<file path="src/rtl/ins_cache_dm.sv">
// Direct-mapped instruction cache between fetch and instruction memory.
// Misses fill a whole line via mem_req/mem_ack; flush walks the valid bits.
module ins_cache_dm #(
   parameter int ADDR_W = 32,
   parameter int LINES  = 4,
   parameter int WORDS  = 4
) (
   input  logic                  clk,
   input  logic                  rstn,
   input  logic                  cpu_req,
   input  logic [ADDR_W-1:0]     cpu_addr,
   output logic                  cpu_ready,
   output logic                  ohit,
   output logic [31:0]           oins,
   input  logic                  flush,
   output logic                  mem_req,
   output logic [ADDR_W-1:0]     mem_addr,
   input  logic                  mem_ack,
   input  logic [32*WORDS-1:0]   mem_data
);

   localparam int OFF_W = $clog2(WORDS) + 2;
   localparam int IDX_W = $clog2(LINES);
   localparam int TAG_W = ADDR_W - IDX_W - OFF_W;
   localparam int WB    = OFF_W - 2;

   typedef enum logic [1:0] {IDLE, MISS, FLUSH} state_t;

   state_t state, state_nx;

   logic [LINES-1:0]     valid;
   logic [TAG_W-1:0]     tag_q  [LINES];
   logic [32*WORDS-1:0]  data_q [LINES];
   logic [WB-1:0]        m_wrd;
   logic [IDX_W-1:0]     f_idx;
   logic                 pend;

   logic [TAG_W-1:0]     c_tag, m_tag;
   logic [IDX_W-1:0]     c_idx, m_idx;
   logic [WB-1:0]        c_wrd;
   logic                 hit;
   logic [31:0]          hit_word, fill_word;
   logic                 unused_bits;

   assign c_tag = cpu_addr[ADDR_W-1 -: TAG_W];
   assign c_idx = cpu_addr[OFF_W +: IDX_W];
   assign c_wrd = cpu_addr[2 +: WB];
   assign m_tag = mem_addr[ADDR_W-1 -: TAG_W];
   assign m_idx = mem_addr[OFF_W +: IDX_W];
   assign unused_bits = ^cpu_addr[1:0];

   assign hit       = valid[c_idx] && (tag_q[c_idx] == c_tag);
   assign cpu_ready = (state == IDLE);

   always_comb begin
      hit_word  = '0;
      fill_word = '0;
      for (int k = 0; k < WORDS; k++) begin
         if (c_wrd == k[WB-1:0])
            hit_word = data_q[c_idx][32*k +: 32];
         if (m_wrd == k[WB-1:0])
            fill_word = mem_data[32*k +: 32];
      end
   end

   always_ff @(posedge clk or negedge rstn) begin
      if (!rstn) state <= IDLE;
      else       state <= state_nx;
   end

   always_comb begin
      state_nx = state;
      unique case (state)
         IDLE: begin
            if (flush)
               state_nx = FLUSH;
            else if (cpu_req && !hit)
               state_nx = MISS;
         end
         MISS: begin
            if (mem_ack)
               state_nx = (pend || flush) ? FLUSH : IDLE;
         end
         FLUSH: begin
            if (f_idx == IDX_W'(LINES-1))
               state_nx = IDLE;
         end
         default: state_nx = IDLE;
      endcase
   end

   always_ff @(posedge clk or negedge rstn) begin
      if (!rstn) begin
         valid    <= '0;
         ohit     <= 1'b0;
         oins     <= '0;
         mem_req  <= 1'b0;
         mem_addr <= '0;
         m_wrd    <= '0;
         f_idx    <= '0;
         pend     <= 1'b0;
      end else begin
         ohit <= 1'b0;
         unique case (state)
            IDLE: begin
               if (!flush && cpu_req) begin
                  if (hit) begin
                     ohit <= 1'b1;
                     oins <= hit_word;
                  end else begin
                     mem_req  <= 1'b1;
                     mem_addr <= {cpu_addr[ADDR_W-1:OFF_W],
                                  {OFF_W{1'b0}}};
                     m_wrd    <= c_wrd;
                  end
               end
            end
            MISS: begin
               if (flush) pend <= 1'b1;
               // a flush seen on the ack cycle is folded into state_nx
               if (mem_ack) begin
                  valid[m_idx] <= 1'b1;
                  ohit         <= 1'b1;
                  oins         <= fill_word;
                  mem_req      <= 1'b0;
                  pend         <= 1'b0;
               end
            end
            FLUSH: begin
               valid[f_idx] <= 1'b0;
               f_idx        <= f_idx + 1'b1;
            end
            default: ;
         endcase
      end
   end

   always_ff @(posedge clk) begin
      if (state == MISS && mem_ack) begin
         tag_q[m_idx]  <= m_tag;
         data_q[m_idx] <= mem_data;
      end
   end

endmodule

</file>
<file path="config.mk">
export PLATFORM = sky130hd
export DESIGN_NAME = ins_cache_dm
export DESIGN_NICKNAME = d
export VERILOG_FILES = /design/src/rtl/ins_cache_dm.sv
export SDC_FILE = /design/constraint.sdc
export NUM_CORES = 1
export LEC_CHECK = 0
export ABC_AREA = 1
export CORE_ASPECT_RATIO = 0.5
export CORE_MARGIN = 4
export CORE_UTILIZATION = 30
export DETAILED_ROUTE_END_ITERATION = 7
export PLACE_DENSITY_LB_ADDON = 0.15
export SETUP_SLACK_MARGIN = 0.1
export SLEW_MARGIN = 30
export SYNTH_ARGS = -nofsm -noshare
export SYNTH_HDL_FRONTEND = slang
export SYNTH_SLANG_ARGS = --single-unit
</file>
<file path="constraint.sdc">
create_clock -name clk -period 19.6 [get_ports clk]
set_input_delay 3.92 -clock clk [delete_from_list [all_inputs] [get_ports clk]]
set_output_delay 3.92 -clock clk [all_outputs]
set_load 0.005 [all_outputs]
</file>
After elaboration in Yosys (flattened, before gate mapping):

Memories as Yosys holds them, arrays and structs flattened.
Index checks and enable logic that the tools add are counted.

* ROM bits: 0
* latch bits: 0
* memory bits (writable): 616
* memories kept: 2
* input bits: 165
* logic and storage cells: 96
* register bits after elaboration: 73

Memory list
* data_q: words 4, width 128, read ports 1, clocked after Yosys merged registers in 0, write ports 1, RTL line 33 `logic [32*WORDS-1:0] data_q [LINES];`
* tag_q: words 4, width 26, read ports 1, clocked after Yosys merged registers in 0, write ports 1, RTL line 32 `logic [TAG_W-1:0] tag_q [LINES];`

* bitwise operators: 4
* shift-type cells: 0
* $mul: 0
* add/sub/neg operators: 1
* divide/modulo/power cells: 0
* muxes and demuxes: 38
* reduce and logical (&&, ||, !) cells: 21
* eq/ne operators: 16
* magnitude comparators: 5

Operators by type and width (number)
* $mux W32: 11
* $pmux W32 S2: 1
* $eq A26 B26 Y1: 1
* $mux W1: 13
* $eq A2 B2 Y1 const B: 6
* $mux W2: 5
* $lt A2 B3 Y1 const B: 3
* $pmux W4 S2: 1
* $reduce_and A4 Y1: 2
* $eq A2 B1 Y1 const B: 3
* $logic_and A1 B1 Y1: 6
* $logic_not A2 Y1: 3
* $ne A2 B2 Y1 const B: 3
* $pmux W2 S3: 1
* $reduce_and A3 Y1: 2
* $reduce_bool A2 Y1: 3
* $and A4 B4 Y4: 1
* $demux W1 S2: 2
* $ge A2 B1 Y1 const B: 2
* $mux W4: 1
* $ne A2 B1 Y1 const B: 2
* $not A4 Y4: 1
* $or A4 B4 Y4: 1
* $pmux W1 S2: 2
* 7 further kinds: 9

Logic depth before layout (Yosys ltp):

* depth after elaboration: 8
* depth in mapped cells: 19
* gate-level depth less buffers: 17

Worst setup path after synthesis:

Ideal clock, no wire load.

* path type: input to register
* start: in mem_ack
* end: mem data_q[0][0] in the netlist's numbering (enable)
* library setup time: 670 ps
* stages on the path: 2
* data arrival time: 10487 ps
* data required time: 18930 ps
* path slack: 8443 ps
* cell sequence: nand2_1 > nor2_1

* longest elaborated chain between the ends: 3

RTL lines
* from (decl): RTL line 18 `input logic mem_ack,`
* $logic_and A1 B1 Y1: RTL line 139 `if (state == MISS && mem_ack) begin`
* $mux W1: RTL line 139
* $mux W1 (not written as such): RTL line 141 `data_q[m_idx] <= mem_data;`
* to (decl): RTL line 33

No other way between the ends.

Worst setup path in the final report:

* start: in cpu_addr[5]
* end: reg oins[9]

* longest elaborated chain between the ends: 8

RTL lines
* from (decl): RTL line 11 `input logic [ADDR_W-1:0] cpu_addr,`
* $mem_v2 Z4 W128
* $mux W32 (4 in series): RTL line 59 `if (c_wrd == k[WB-1:0])`
* $mux W32: RTL line 107 `if (hit) begin`
* $mux W32: RTL line 106 `if (!flush && cpu_req) begin`
* $pmux W32 S2: RTL line 104 `unique case (state)`
* to (signal assigned): RTL line 109 `oins <= hit_word;`
* to (signal assigned): RTL line 124 `oins <= fill_word;`
* to (decl): RTL line 14 `output logic [31:0] oins,`

Parallel ways exist; a longest one is shown, timed or not. The select of a mux whose other input is x is not followed.
A chain may end at the register's enable or synchronous reset.

==> impl_metrics.py <==
metrics = {
    "timing": {
        "layout_min_cycle_time_ns": 6.97,
        "setup_viol": 0,
        "fin_tns_setup_ns": 0,
        "timing.final.crit_share_pct": 35.6,
        "hold_viol_final": 0,
        "slew_viol_final": 0,
        "fmax_ghz": 0.143,
        "worstMarginPinSlew_ns": 0.974,
        "max_slew_margin_pct": 35.1,
        "fin_worst_skew_ns": 0.0199,
        "rsz0062_at_grt": "no",
    },
    "place": {
        "place_area_um2": 31600,
        "gp_congestion": 0.734,
        "port-buffer-count": 225,
        "dp_hpwl_um": 46200,
    },
    "setup_path": {
        "cp_slowest_cell": "buf_4",
        "start_kind": "primary input",
        "cpMostUsedCell": "nand2_1",
        "setup.worst_path.end_class": "flip-flop",
        "crit_fanout": 55,
        "slowest_delay_ns": 0.68,
        "crit_chain": "buf_6, inv_4, buf_4, nand3_1, nand2_1, nand2_1, o21ai_1, nor2_1, nand3_1, nor2_1, nand2_1, nand2_2, nand2_4, clkinv_2, nand2_1, nand2_1",
        "worstPathRequired_ns": 20.11,
        "worstSetupPathType": "primary input to flip-flop",
        "critPathArrivalTime_ns": 7.48,
    },
    "detailed_routing": {
        "dr.pass1.iters": 5,
        "wl_met2_um": 40600,
        "drt-initial-drc-count": 1256,
        "drt-met1-wl_um": 39000,
        "via_per_inst": 4.85,
        "met3WireLength_um": 4080,
        "top_layer_used": "met5",
        "drcViolationCount": 0,
        "postRouteAntennaNets": 0,
        "routed_wl_um": 85200,
        "wl_per_cell_um": 21.9,
        "vias": 18800,
    },
    "logic_synthesis": {
        "synthTopCellsByArea": "edfxtp_1, nand2_1, dfrtp_1",
        "synth_cells": 2388,
        "yosysMostFrequentCell": "edfxtp_1",
        "yosysWarnings": 0,
        "synthTopCellsByCount": "edfxtp_1, nand2_1, o21ai_0",
        "synth.top_cell.area_share_pct": 65.8,
        "synth_edf_count": 616,
        "yosysUniqueCellTypes": 36,
        "yosys.area.top_type": "edfxtp_1",
        "ys_ff_latch": 689,
        "yosysSeqAreaShare_pct": 72.3,
        "postSynth.asyncResetShare_pct": 10.6,
        "avgSynthCellArea_um2": 11.8,
        "synth_flop_cell": "edfxtp_1",
        "syn_area_um2": 28100,
    },
    "power": {
        "power.density_nw_per_um2": 112,
        "p_leak_nw": 11.8,
        "totalPowerFinal_mw": 3.80,
        "max-vdd-ir-drop_mv": 0.0579,
    },
    "clocking": {
        "cts_max_path_buffers": 3,
        "htreeDepth": 3,
        "clock-sinks": 689,
        "path_clk_slew_ns": 0.06,
        "cts_buffers": 69,
        "cts_root_buf": "clkbuf_16",
        "cts_hold_buf": 0,
        "clock_latency_ns": 0.63,
        "cts_setup_buffers": 0,
        "cts_resized": 0,
        "cts_tree": "yes",
    },
    "job": {
        "cap_viol_max_count": 0,
    },
    "die": {
        "initial_utilization_pct": 30.2,
        "io_pins": 232,
        "rows": 79,
        "die-area_um2": 99000,
        "die_w_um": 441,
        "core_area_um2": 93000,
        "die_h_um": 225,
    },
    "finish": {
        "drive_gt1_share_pct": 5.83,
        "design_area_um2": 33800,
        "fillers": 9134,
        "layout.area.seq_um2": 20300,
        "nNetsFinal": 2740,
        "multi_input_area_um2": 6860,
        "area_growth_pct": 20.3,
    },
    "worst_hold_path": {
        "min_path_type": "flip-flop to flip-flop",
    },
    "global_routing": {
        "grt_pass1_wl_um": 124000,
        "grt.overflow.total": 0,
        "track_usage_pct": 17.0,
        "grt_pass1_vias": 18300,
        "grt_max_degree": 135,
        "antenna_found_initial": 5,
    },
    "status": {
        "outcome": "finished clean",
    },
}
==> routing by layer <==
metal | vias to the layer above | global-route usage (%)
met2 | 390 | 28.1
met5 | - | 0
li1 | 8907 | -
met1 | 9435 | 23.3
met4 | 4 | 4.15
met3 | 111 | 2.98
==> per-stage QoR <==
| step | worst slack (ns) | std cells | utilization (%) | hold slack, ns |
|---|---|---|---|---|
| 2_1_floorplan | 8.44 | 2391 | - | 0.453 |
| 3_3_place_gp | 11.73 | 3751 | 33.9 | 0.469 |
| 3_5_place_dp | 11.80 | 3753 | 34.0 | 0.464 |
| 4_1_cts | 12.49 | 3878 | 36.3 | 0.482 |
| 5_1_grt | 12.26 | 3881 | 36.4 | 0.504 |
| 6_report | 12.63 | 3882 | 36.4 | 0.476 |
==> path summary, 6_finish.rpt <==
| path | startpoint | end | slack [ns] | depth (start not counted) |
|---|---|---|---|---|
| worst max register to register | state[1] | data_q[2][15] | 16.02 | 7 |
| worst min register to register | mem_req | mem_req | 0.48 | 2 |
| max in group asynchronous | rstn | m_wrd[0] | 15.00 | 2 |
| min in group asynchronous | rstn | mem_addr[24] | 3.32 | 1 |
| worst max-delay path | cpu_addr[5] | oins[9] | 12.63 | 16 |
| worst min-delay path | mem_req | mem_req | 0.48 | 2 |
==> worst max-delay path, delay by kind of cell <==
family / cells / cell delay [ns]
compound gates: 1 / 0.08
buf+inv: 4 / 1.65
simple gates: 11 / 1.78
==> cell families after synthesis <==
kind of cell	count (synthesis)	share of synthesized area [%]
and+or+nand+nor	984	14.2
AOI/OAI and AO/OA	477	9.30
buffers and inverters	221	3.59
other	1	0.0133
adders and majority gates	4	0.178
DFF	689	72.3
muxes	9	0.320
xor gates and xnor gates	3	0.0934
==> flip-flops by register name, indices dropped and copies added (netlist names) <==
register,flops
data_q,512
f_idx,2
m_wrd,2
mem_addr,28
mem_req,1
ohit,1
oins,32
pend,1
state,2
tag_q,104
valid,4
==> power by group <==
group          internal (mW)  switching (mW)
sequential              1.75          0.0779
clock                  0.734           0.572
combinational          0.254           0.411
==> layout make-up <==
| type | instances | area share (%) |
|---|---|---|
| multi-input combinational | 1481 | 20.3 |
| inverter | 69 | 0.799 |
| clock inverter | 31 | 0.821 |
| clock buffer | 94 | 5.59 |
| sequential | 689 | 60.1 |
| timing repair buffer | 261 | 7.78 |
| tap | 1255 | 4.64 |
| antenna | 2 | 0.0148 |
==> cells in the final DEF (no fill, tap or decap), types with 4 or more instances in the layout <==
master	instances
edfxtp_1	616
nand2_1	521
o21ai_0	283
nor2_1	257
clkdlybuf4s50_1	222
nand3_1	153
o22ai_1	106
dfrtp_1	72
clkbuf_16	71
inv_1	62
nand4_1	39
o21ai_1	36
buf_4	28
a21oi_1	22
clkbuf_1	20
a221oi_1	16
clkinv_1	12
clkinv_2	11
mux2i_1	9
nor2_4	8
a22oi_1	7
buf_6	5
ha_1	4
conb_1	4
bufinv_16	4
buf_16	4
Note: power is estimated with default switching activity, not from simulation.
